`config.mk`:
```
export PLATFORM = sky130hd
export DESIGN_NAME = key_scheduler
export DESIGN_NICKNAME = d
export VERILOG_FILES = /design/src/rtl/key_scheduler_pkg.sv /design/src/rtl/key_scheduler_rr_arbiter.sv /design/src/rtl/key_scheduler.sv
export SDC_FILE = /design/constraint.sdc
export NUM_CORES = 1
export LEC_CHECK = 0
export BUFFER_PORTS_ARGS = -buffer_cell sky130_fd_sc_hd__buf_2
export CORE_ASPECT_RATIO = 1.25
export CORE_MARGIN = 2
export CORE_UTILIZATION = 60
export DETAILED_ROUTE_END_ITERATION = 7
export PLACE_DENSITY_LB_ADDON = 0.3
export SETUP_SLACK_MARGIN = 0.5
export SLEW_MARGIN = 20
export SYNTH_ARGS = -nofsm -noshare
export SYNTH_HDL_FRONTEND = slang
export SYNTH_SLANG_ARGS = --single-unit
```
`constraint.sdc`:
```
create_clock -name clk -period 5.6 [get_ports clk]
set_input_delay 0.84 -clock clk [delete_from_list [all_inputs] [get_ports clk]]
set_output_delay 0.84 -clock clk [all_outputs]
set_load 0.03 [all_outputs]
```
`src/rtl/key_scheduler_pkg.sv`:
```
// Shared types and default sizing for the arcfour key-search scheduler.
package ks_pkg;

    typedef enum logic [1:0] {IDLE, RUN, DRAIN, DONE} ks_state_t;

    localparam int unsigned            KS_KEY_BITS = 24;
    localparam logic [KS_KEY_BITS-1:0] KS_KEY_MAX  = 24'h3FFFFF;

endpackage

```
`src/rtl/key_scheduler_rr_arbiter.sv`:
```
// Round-robin picker: first requesting, unmasked core at or after the pointer.
module rr_arbiter #(
    parameter int unsigned N = 8
) (
    input  logic [N-1:0]         req,
    input  logic [N-1:0]         mask,
    input  logic [$clog2(N)-1:0] pointer,
    output logic [N-1:0]         grant
);

    localparam int unsigned IW = $clog2(N);

    logic             taken;
    logic [IW-1:0]    sel;
    int unsigned      idx;

    always_comb begin
        grant = '0;
        taken = 1'b0;
        sel   = '0;
        idx   = 0;
        for (int unsigned i = 0; i < N; i++) begin
            idx = (32'(pointer) + i) % N;
            sel = IW'(idx);
            if (!taken && req[sel] && !mask[sel]) begin
                grant[sel] = 1'b1;
                taken      = 1'b1;
            end
        end
    end

endmodule

```
`src/rtl/key_scheduler.sv`:
```
// Hands out sequential key candidates to arcfour cores and collects the winning hit.
module key_scheduler
    import ks_pkg::*;
#(
    parameter int unsigned         NUM_CORES = 8,
    parameter int unsigned         KEY_BITS  = KS_KEY_BITS,
    parameter logic [KEY_BITS-1:0] KEY_MAX   = KEY_BITS'(KS_KEY_MAX)
) (
    input  logic                         clk,
    input  logic                         reset,
    input  logic                         start,
    input  logic                         abort,
    input  logic [NUM_CORES-1:0]         req,
    input  logic [NUM_CORES-1:0]         done,
    input  logic [NUM_CORES-1:0]         hit,
    output logic [NUM_CORES-1:0]         grant,
    output logic [KEY_BITS-1:0]          key_out,
    output logic                         kill,
    output logic                         busy,
    output logic                         finished,
    output logic                         success,
    output logic [KEY_BITS-1:0]          found_key,
    output logic [$clog2(NUM_CORES)-1:0] found_core
);

    localparam int unsigned IW = $clog2(NUM_CORES);

    ks_state_t            state;
    logic [KEY_BITS-1:0]  counter;
    logic [IW-1:0]        pointer;
    logic [NUM_CORES-1:0] outstanding;
    logic [KEY_BITS-1:0]  core_key [NUM_CORES];

    logic [NUM_CORES-1:0] arb_grant;
    logic [NUM_CORES-1:0] win_vec;
    logic [NUM_CORES-1:0] out_after_done;
    logic [IW-1:0]        gnt_idx;
    logic [IW-1:0]        hit_idx;
    logic [IW-1:0]        ii;
    logic                 any_hit;

    assign win_vec        = done & hit & outstanding;
    assign out_after_done = outstanding & ~done;

    rr_arbiter #(.N(NUM_CORES)) u_arb (
        .req     (req),
        .mask    (outstanding),
        .pointer (pointer),
        .grant   (arb_grant)
    );

    // Lowest-index hit wins when several cores report in the same cycle.
    always_comb begin
        gnt_idx = '0;
        hit_idx = '0;
        any_hit = 1'b0;
        ii      = '0;
        for (int unsigned i = 0; i < NUM_CORES; i++) begin
            ii = IW'(i);
            if (arb_grant[ii]) gnt_idx = ii;
            if (win_vec[ii] && !any_hit) begin
                any_hit = 1'b1;
                hit_idx = ii;
            end
        end
    end

    always_ff @(posedge clk or negedge reset) begin
        if (!reset) begin
            state       <= IDLE;
            grant       <= '0;
            key_out     <= '0;
            kill        <= 1'b1;
            busy        <= 1'b0;
            finished    <= 1'b0;
            success     <= 1'b0;
            found_key   <= '0;
            found_core  <= '0;
            counter     <= '0;
            pointer     <= '0;
            outstanding <= '0;
            for (int unsigned i = 0; i < NUM_CORES; i++) core_key[i] <= '0;
        end else begin
            grant <= '0;
            if (abort) begin
                state       <= IDLE;
                outstanding <= '0;
                kill        <= 1'b1;
                busy        <= 1'b0;
            end else begin
                case (state)
                    IDLE, DONE: begin
                        if (start) begin
                            state       <= RUN;
                            counter     <= '0;
                            outstanding <= '0;
                            pointer     <= '0;
                            finished    <= 1'b0;
                            success     <= 1'b0;
                            kill        <= 1'b0;
                            busy        <= 1'b1;
                        end
                    end
                    RUN, DRAIN: begin
                        // A hit pre-empts both draining and any grant due this cycle.
                        if (any_hit) begin
                            state       <= DONE;
                            found_key   <= core_key[hit_idx];
                            found_core  <= hit_idx;
                            success     <= 1'b1;
                            finished    <= 1'b1;
                            kill        <= 1'b1;
                            busy        <= 1'b0;
                            outstanding <= out_after_done;
                        end else if (state == DRAIN) begin
                            outstanding <= out_after_done;
                            if (out_after_done == '0) begin
                                state    <= DONE;
                                finished <= 1'b1;
                                success  <= 1'b0;
                                kill     <= 1'b1;
                                busy     <= 1'b0;
                            end
                        end else begin
                            outstanding <= out_after_done | arb_grant;
                            if (arb_grant != '0) begin
                                grant             <= arb_grant;
                                key_out           <= counter;
                                counter           <= counter + 1'b1;
                                core_key[gnt_idx] <= counter;
                                pointer <= (gnt_idx == IW'(NUM_CORES - 1)) ? '0 : gnt_idx + 1'b1;
                                if (counter == KEY_MAX) state <= DRAIN;
                            end
                        end
                    end
                    default: state <= IDLE;
                endcase
            end
        end
    end

endmodule

```
==> reports/qor.yml <==
run_status:
  status: "finished, final reports clean"
grt:
  antenna_found_initial: 0
  track_usage: 0.302
  grt_overflow_total: 0
  grt_pass1_vias: 11500
  grt_pass1_wl_um: 62500
  grt_max_degree: 149
timing:
  rsz0062_at_grt: "no"
  fmax_ghz: 0.206
  slew_headroom: 0.259
  period_share: 0.866
  tightest_slew_ns: 1.11
  setup_violations: 0
  hold_viol_final: 0
  skew_ns: 0.0225
  tns_ns: 0
  maxSlewViolCount: 0
  period_minus_slack_ns: 4.85
synthesis:
  yosys-mux-area-fraction: 0.182
  synthTopCellsByCount: "dfrtp_1 (291), nand2_1 (278), mux2_2 (166)"
  synth_seq_cells: 292
  syn_avg_cell_area_um2: 10.4
  synth_top_family_by_area: "multiplexers"
  ys.flop_type: "dfrtp_1"
  synth_top_cell_area_share: 0.490
  synth_xor_area_frac: 0.00286
  yosys.area_share.simple: 0.169
  synth_async_sr_flop_share: 1.00
  synth-compound-area-share: 0.106
  syn_area_um2: 14900
  ys_seq_area_frac: 0.492
  ys_warn_count: 0
  yosys.area_share.adder: 0.00926
  synth_area_leaders: "dfrtp_1 (49%), mux2_2 (13%), nand2_1 (7.0%)"
  synth_nets: 1468
  synth.distinct_cells: 82
  synth_edf_count: 0
  synth_most_common_cell: "dfrtp_1"
  synth_area_leader_cell: "dfrtp_1"
  syn_inst: 1429
worst_setup_path:
  cp-end-kind: "register"
  arrival_ns: 5.27
  cp-endpoint: "core_key[122]"
  reg2reg_from: "pointer[2]"
  r2r_slack_ns: 0.75
  critPathLaunch: "pointer[2]"
  required_ns: 6.02
  r2r_end: "core_key[122]"
  r2r_cells: 11
  path_max_fanout: 24
  worstSetupPathType: "register to register"
  startpoint_type: "register"
pwr:
  leakage_nw: 7.91
  pwr-share-comb: 0.466
  p_sw_frac: 0.431
  powerDensity_nw_per_um2: 563
  peakVddDrop_uv: 385
  p_clk_frac: 0.221
  power_frac_seq: 0.313
  p_switching_w: 0.00405
  p_int_w: 0.00533
die:
  core_um2: 24400
  start_util: 0.609
  ios: 91
  die_w_um: 145
  rows: 64
  dieArea_um2: 26100
  dieHeight_um: 180
flow_run:
  drv_cap: 0
place:
  gp_congestion: 0.900
  dp_cells: 1766
  port_buffers: 90
  dp_hpwl_um: 24700
drt:
  via_per_inst: 6.34
  wl_um: 38500
  vias: 11500
  detail_route.iter0.violations: 956
  drcViolationCount: 0
  wl_per_cell_um: 21.2
  drt_pass1_iterations: 5
  detail-route-antenna-nets: 0
worst_hold_path:
  hold_path.class: "input port to asynchronous set/reset pin"
final_layout:
  drive_gt1_frac: 0.265
  layout.nets: 1506
  syn2layout_area_growth_pct: 12.0
  seqCellArea_um2: 7310
  multi_input_area_um2: 7060
  n_antenna_cell: 0
  fillers: 1840
  fin_cells: 1819
clock_network:
  cts_buffers: 29
  cts.clk_slew.worst_paths_ns: 0.07
  cts_root_buf: "clkbuf_16"
  clockBufferDepth: 3
  clock-sinks: 292
  cts_hold_buffers: 0
  clk_latency_ns: 0.56
  cts_max_level: 1
  cts_tree: "done"
[cells in the final DEF (no fill, tap or decap), types with 9 or more instances in the layout]
cell,synthesis,layout
buf_2,12,89
and3_1,37,37
a31oi_1,37,37
mux2_4,20,20
buf_4,1,23
nor3_1,16,16
nor4_1,10,10
nand2b_1,9,9
nor2_1,39,39
nand2_1,278,276
ha_1,11,10
inv_1,26,26
o21ai_0,43,43
dfrtp_1,291,290
a21o_1,9,9
clkbuf_16,0,29
nor2b_1,13,13
a21oi_1,41,41
nand3_1,78,78
a311oi_1,29,29
mux2_2,166,166
mux2_1,24,24
[registers in the layout (all words and copies together), names as in the netlist, 2 cells and up]
signal / flops
found_core: 3
state: 2
pointer: 3
key_out: 24
core_key: 192
grant: 8
outstanding: 8
found_key: 24
counter: 24
[worst min path at each step]
stage,endpoint,slack (ns),cells after the start
floorplan,core_key[17],0.45,2
global placement,found_key[5],0.46,2
detailed placement,found_key[5],0.47,2
CTS,counter[8],0.30,1
global route,core_key[66],0.31,1
finish,core_key[66],0.28,1
[critical path, stage by stage, from the launching register on]
cell	delay [ns]
dfrtp_1	0.64
inv_1	0.26
ha_1	0.42
mux4_2	0.35
mux2_2	0.33
nand3_1	0.24
nor2_1	0.15
a221o_1	0.42
a211oi_4	0.45
nand2_1	0.22
or4_4	0.81
mux2_1	0.41
[routing by layer]
layer,up-vias,GRT usage,share of wire
met2,354,0.508,0.51
met3,80,0.0306,0.047
met1,5888,0.409,0.42
met5,-,0,0
li1,5207,-,-
met4,0,0.104,0.031
[area by class of cell]
cell class / instances / share of cell area
Sequential cell: 292 / 0.439
Multi-Input combinational cell: 997 / 0.424
Clock buffer: 38 / 0.0504
Timing Repair Buffer: 118 / 0.0440
Tap cell: 330 / 0.0248
Clock inverter: 15 / 0.0114
Inverter: 29 / 0.00661
[kinds of logic (layout without fill, tap and decap cells)]
kind of cell    after synthesis  in the layout
simple gates                529            529
fa+ha+maj                    11             11
xor+xnor                      4              4
mux                         225            225
compound gates              228            228
flops                       292            292
buf+inv                     140            200
[repair_timing]
item	4_1_cts	5_1_grt
hold endpoints to repair	0	0
endpoints found under the setup margin	1	107
buffers inserted	0	0
resized for setup	1	8
pin swaps	0	1
[power by group through the flow]
| stage | combinational, W | sequential (W) | clock (W) |
|---|---|---|---|
| finish | 0.00437 | 0.00294 | 0.00207 |
| global route | 0.00472 | 0.00300 | 0.00219 |
| CTS | 0.00429 | 0.00293 | 0.00210 |
| global placement | 0.00421 | 0.00293 | 0 |
| detailed placement | 0.00426 | 0.00296 | 0 |
| floorplan | 0.00290 | 0.00301 | 0 |
[per-stage QoR]
| step | util | cell area (um^2) | worst slack [ns] | total power [W] | hold WS [ns] |
|---|---|---|---|---|---|
| 2_1_floorplan | - | 14900 | 1.14 | 0.00591 | 0.450 |
| 3_3_place_gp | 0.638 | 15600 | 0.468 | 0.00715 | 0.457 |
| 3_5_place_dp | 0.638 | 15600 | 0.416 | 0.00722 | 0.465 |
| 4_1_cts | 0.680 | 16600 | 0.627 | 0.00932 | 0.299 |
| 5_1_grt | 0.682 | 16700 | 0.550 | 0.00990 | 0.314 |
| 6_report | 0.682 | 16700 | 0.752 | 0.00938 | 0.276 |
No activity file was read; power rests on OpenSTA's default activity.
